[src/rtl/trace_check_pkg.sv]
// rtl/trace_check_pkg.sv - shared encodings and event record layout for the lockstep trace checker
package trace_check_pkg;

  localparam logic [1:0] KIND_IFETCH = 2'd0;
  localparam logic [1:0] KIND_LOAD   = 2'd1;
  localparam logic [1:0] KIND_STORE  = 2'd2;

  localparam logic [3:0] ERR_NONE     = 4'd0;
  localparam logic [3:0] ERR_KIND     = 4'd1;
  localparam logic [3:0] ERR_ADDR     = 4'd2;
  localparam logic [3:0] ERR_STRB     = 4'd3;
  localparam logic [3:0] ERR_WDATA    = 4'd4;
  localparam logic [3:0] ERR_OVF      = 4'd5;
  localparam logic [3:0] ERR_SKEW     = 4'd6;
  localparam logic [3:0] ERR_PC       = 4'd7;
  localparam logic [3:0] ERR_LOCKSTEP = 4'd8;

  // Record layout, LSB first; the top 32 bits are reserved and always zero.
  localparam int EV_W         = 134;
  localparam int EV_WDATA_LSB = 0;
  localparam int EV_WSTRB_LSB = 32;
  localparam int EV_ADDR_LSB  = 36;
  localparam int EV_PC_LSB    = 68;
  localparam int EV_KIND_LSB  = 100;
  localparam int EV_RSV_LSB   = 102;

  typedef enum logic [1:0] {
    ST_RUN         = 2'd0,
    ST_FINISH_WAIT = 2'd1,
    ST_PASS        = 2'd2,
    ST_FAIL        = 2'd3
  } state_e;

  function automatic logic [EV_W-1:0] pack_event(
    input logic [1:0]  kind,
    input logic [31:0] pc,
    input logic [31:0] addr,
    input logic [3:0]  wstrb,
    input logic [31:0] wdata
  );
    return {32'h0, kind, pc, addr, wstrb, wdata};
  endfunction

  function automatic logic [31:0] strb_mask(input logic [3:0] strb);
    return {{8{strb[3]}}, {8{strb[2]}}, {8{strb[1]}}, {8{strb[0]}}};
  endfunction

endpackage

[src/rtl/trace_fifo.sv]
// rtl/trace_fifo.sv - synchronous FIFO holding one CPU's memory-event records
module trace_fifo
  import trace_check_pkg::*;
#(
  parameter int DEPTH = 16,
  parameter int W     = EV_W
) (
  input  logic         sys_clk,
  input  logic         sys_reset_n,
  input  logic         push,
  input  logic [W-1:0] push_data,
  input  logic         pop,
  output logic [W-1:0] head,
  output logic         full,
  output logic         empty
);

  localparam int AW = $clog2(DEPTH);

  logic [W-1:0] mem [DEPTH];
  logic [AW:0]  wr_ptr;
  logic [AW:0]  rd_ptr;
  logic         do_push;
  logic         do_pop;

  assign empty   = (wr_ptr == rd_ptr);
  assign full    = (wr_ptr[AW] != rd_ptr[AW]) && (wr_ptr[AW-1:0] == rd_ptr[AW-1:0]);
  assign head    = mem[rd_ptr[AW-1:0]];
  assign do_pop  = pop && !empty;
  // A pop frees the head slot in the same cycle, so a full FIFO still accepts a push.
  assign do_push = push && (!full || do_pop);

  always_ff @(posedge sys_clk) begin
    if (!sys_reset_n) begin
      wr_ptr <= '0;
      rd_ptr <= '0;
    end else begin
      if (do_push) wr_ptr <= wr_ptr + (AW+1)'(1);
      if (do_pop)  rd_ptr <= rd_ptr + (AW+1)'(1);
    end
  end

  always_ff @(posedge sys_clk) begin
    if (do_push) mem[wr_ptr[AW-1:0]] <= push_data;
  end

endmodule

[config.mk]
export PLATFORM = sky130hd
export DESIGN_NAME = trace_fifo
export DESIGN_NICKNAME = d
export VERILOG_FILES = /design/src/rtl/trace_check_pkg.sv /design/src/rtl/trace_fifo.sv
export SDC_FILE = /design/constraint.sdc
export NUM_CORES = 2
export LEC_CHECK = 0
export CORE_MARGIN = 2
export CORE_UTILIZATION = 40
export CTS_BUF_LIST = sky130_fd_sc_hd__clkbuf_2
export DETAILED_ROUTE_END_ITERATION = 6
export SLEW_MARGIN = 40
export SYNTH_ARGS = -nofsm -noshare
export SYNTH_HDL_FRONTEND = slang
export SYNTH_SLANG_ARGS = --single-unit
export TNS_END_PERCENT = 50
[constraint.sdc]
create_clock -name sys_clk -period 17.37 [get_ports sys_clk]
set_input_delay 4.3425 -clock sys_clk [delete_from_list [all_inputs] [get_ports sys_clk]]
set_output_delay 4.3425 -clock sys_clk [all_outputs]
set_load 0.01 [all_outputs]
==> impl_metrics.ini <==
[cells_and_area]
post-route-util_pct = 45.7
drive_gt1_share_pct = 37.0
nets = 4059
syn2layout_area_growth_pct = 13.7

[detailed_routing]
vias = 37300
wl_per_cell_um = 27.6
dr.pass1.iters = 5
detail-route-antenna-nets = 0
routed_wl_mm = 191
drt-initial-drc-count = 2771
drc_errors = 0
viasPerCell = 5.37

[worst_setup_path]
arrival_ns = 6.23
rrSetupSlack_ns = 13.15
end_kind = output pin
worstSetupStartpointType = flip-flop
r2r_end = mem[14][46]$_DFFE_PP_
crit_top_cell = mux4_2
worst_ep_required_time_ns = 13.03
cp_cell_sequence = buf_12 -> buf_16 -> buf_4 -> buf_6 -> mux4_2 -> mux4_2 -> clkdlybuf4s50_1
r2r_cells = 6
max_stage_delay_ns = 0.67
endpoint = head[81]
cp_max_fo = 60
r2r_start = wr_ptr[3]$_SDFFE_PN0P_
crit_type = flip-flop to output pin
critPathSlowestCell = buf_4

[min_path]
hold_path.class = flip-flop to flip-flop

[floorplan]
rows = 165
dieArea_um2 = 207000
die_y_um = 455
pin_count = 274
die_x_um = 455
core-area_um2 = 202000
initial_utilization_pct = 40.2

[pwr]
p_leak_nw = 28.5
clockPowerShare_pct = 31.4
combPwrFrac_pct = 13.5
p_per_area_nw_per_um2 = 114
p_sw_mw = 2.65
switching_share_pct = 25.1
seqPwrFrac_pct = 55.1
peakVddDrop_mv = 0.0593
internal-power_mw = 7.90

[sta]
slew-limit-headroom_pct = 21.1
period_needed_ns = 10.57
max_freq_mhz = 94.6
rsz0062_at_grt = false
setup_tns_ns = 0
setup_viol = 0
final.period_utilization_pct = 60.9
finalHoldViolCount = 0
tightest_slew_ns = 1.18
maxSlewViolCount = 0
clock_skew_ns = 0.128

[clocking]
cts_tree = yes
clkSinkCount = 2158
numCtsBuffers = 567
hold_buffers = 0
clockBufferDepth = 4
clock_latency_ns = 1.82
post-cts-setup-buffers = 0
post_cts_resized = 0
htreeDepth = 6
path_clk_slew_ns = 0.08
root_buffer = clkbuf_2

[job]
maxCapViolations = 0

[synthesis]
yosys_warnings = 0
syn-instance-count = 3155
netlist_area_um2 = 81300
syn-num-nets = 3298
ys_ff_latch = 2158
synth_edf_count = 2144
syn_avg_cell_area_um2 = 25.8
synth_ff_type = edfxtp_1
synth_cell_type_count = 29
ys_async_sr_fraction_pct = 0
seq_area_frac_synth_pct = 79.5

[global_routing]
grt_use_total_pct = 18.5
grt_overflow = 0
grt_max_degree = 118
grt_pass1_wl_mm = 275
grt_pass1_vias = 40000
antenna_found_initial = 35

[outcome]
outcome = finished clean

[place]
portBuffers = 273
hpwl_mm = 95.8
gp_congestion = 0.717
## area by class of cell
cell class | count | area, µm²
fill | 16900 | 110000
inverter | 2 | 7.51
timing repair buffer | 356 | 3800
clock buffer | 799 | 4000
tap | 2672 | 3340
antenna | 13 | 32.5
clock inverter | 112 | 679
multi-input combinational | 831 | 15900
sequential | 2158 | 64700
## synthesized netlist by cell type, drive strengths merged, types with 3 or more instances
cell type,n,area share (%)
a21oi,31,0.19
dfxtp,14,0.34
clkbuf,60,0.28
and3,14,0.11
nor2,3,0.014
buf,104,0.79
and2,8,0.062
o211ai,3,0.028
nand2,4,0.018
edfxtp,2144,79
nor2b,36,0.28
ha,5,0.077
mux4,639,18
a211oi,31,0.29
o21ai,3,0.018
mux2i,33,0.41
xnor2,11,0.12
## cells by family after synthesis
kind of cell / share of synthesized area [%]
buffers and inverters: 1.08
xor gates and xnor gates: 0.129
muxes: 18.1
AOI/OAI and AO/OA: 0.554
and+or+nand+nor: 0.528
DFF: 79.5
adders and majority gates: 0.0769
## flip-flops by register name (all words and copies together), names as in the netlist, named ones only
name / cells
mem: 2144
rd_ptr: 5
wr_ptr: 5
## metrics by stage
stage / area (µm²) / hold slack, ns / total power, mW / setup slack [ns] / std cells
after global routing: 92400 / 0.538 / 11.1 / 6.11 / 6940
after detailed placement: 87600 / 0.500 / 7.40 / 8.35 / 6017
after global placement: 87200 / 0.496 / 7.38 / 8.20 / 6005
after floorplan: 81300 / 0.478 / 6.90 / 3.01 / 3155
final: 92400 / 0.508 / 10.6 / 6.80 / 6943
after CTS: 92300 / 0.507 / 10.7 / 6.25 / 6928
## worst max-delay path: cells and delay by family (launching register included)
kind / cells / cell delay (ns)
mux: 2 / 1.12
flops: 1 / 0.60
buf+inv: 5 / 2.61
## how the worst min path moves through the flow
stage                                start                     end  depth (start not counted)
floorplan           wr_ptr[4]$_SDFFE_PN0P_  wr_ptr[4]$_SDFFE_PN0P_                          2
global placement    wr_ptr[4]$_SDFFE_PN0P_  wr_ptr[4]$_SDFFE_PN0P_                          2
detailed placement  wr_ptr[4]$_SDFFE_PN0P_  wr_ptr[4]$_SDFFE_PN0P_                          2
CTS                 rd_ptr[1]$_SDFFE_PN0P_               flip-flop                          2
global route        wr_ptr[4]$_SDFFE_PN0P_  wr_ptr[4]$_SDFFE_PN0P_                          2
finish              wr_ptr[4]$_SDFFE_PN0P_  wr_ptr[4]$_SDFFE_PN0P_                          2
## power groups by stage
stage                     logic, mW  clock network, mW  registers [mW]
after floorplan               0.973                  0            5.92
after global placement         1.45                  0            5.93
after detailed placement       1.46                  0            5.93
after CTS                      1.47               3.45            5.81
after global routing           1.53               3.70            5.82
final                          1.43               3.32            5.81
## metal layers
layer / vias to the layer above / wire length, µm / GRT usage (%)
li1: 15700 / - / -
met1: 20000 / 76300 / 23.1
met2: 1217 / 98400 / 31.4
met3: 339 / 11300 / 4.61
met4: 28 / 5180 / 6.87
met5: - / 177 / 0
## cells in the final DEF, fill, tap and decap left out, types with 2 or more instances in the layout
cell type,instances
a211oi_1,31
a21oi_1,31
and2_1,8
and3_1,2
and3_4,12
buf_12,14
buf_16,7
buf_4,29
buf_6,32
bufinv_16,9
clkbuf_2,799
clkdlybuf4s50_1,273
clkinv_1,80
clkinv_2,8
clkinvlp_4,2
dfxtp_1,10
dfxtp_4,4
diode_2,13
edfxtp_1,2144
ha_1,5
inv_1,2
inv_2,12
mux2i_1,33
mux4_2,639
nand2_1,4
nand2b_1,2
nand3_1,2
nand4_1,2
nor2_1,3
nor2b_1,33
nor2b_4,3
o211ai_1,3
o21ai_0,3
xnor2_1,11
Power figures use the tool's default switching activity.
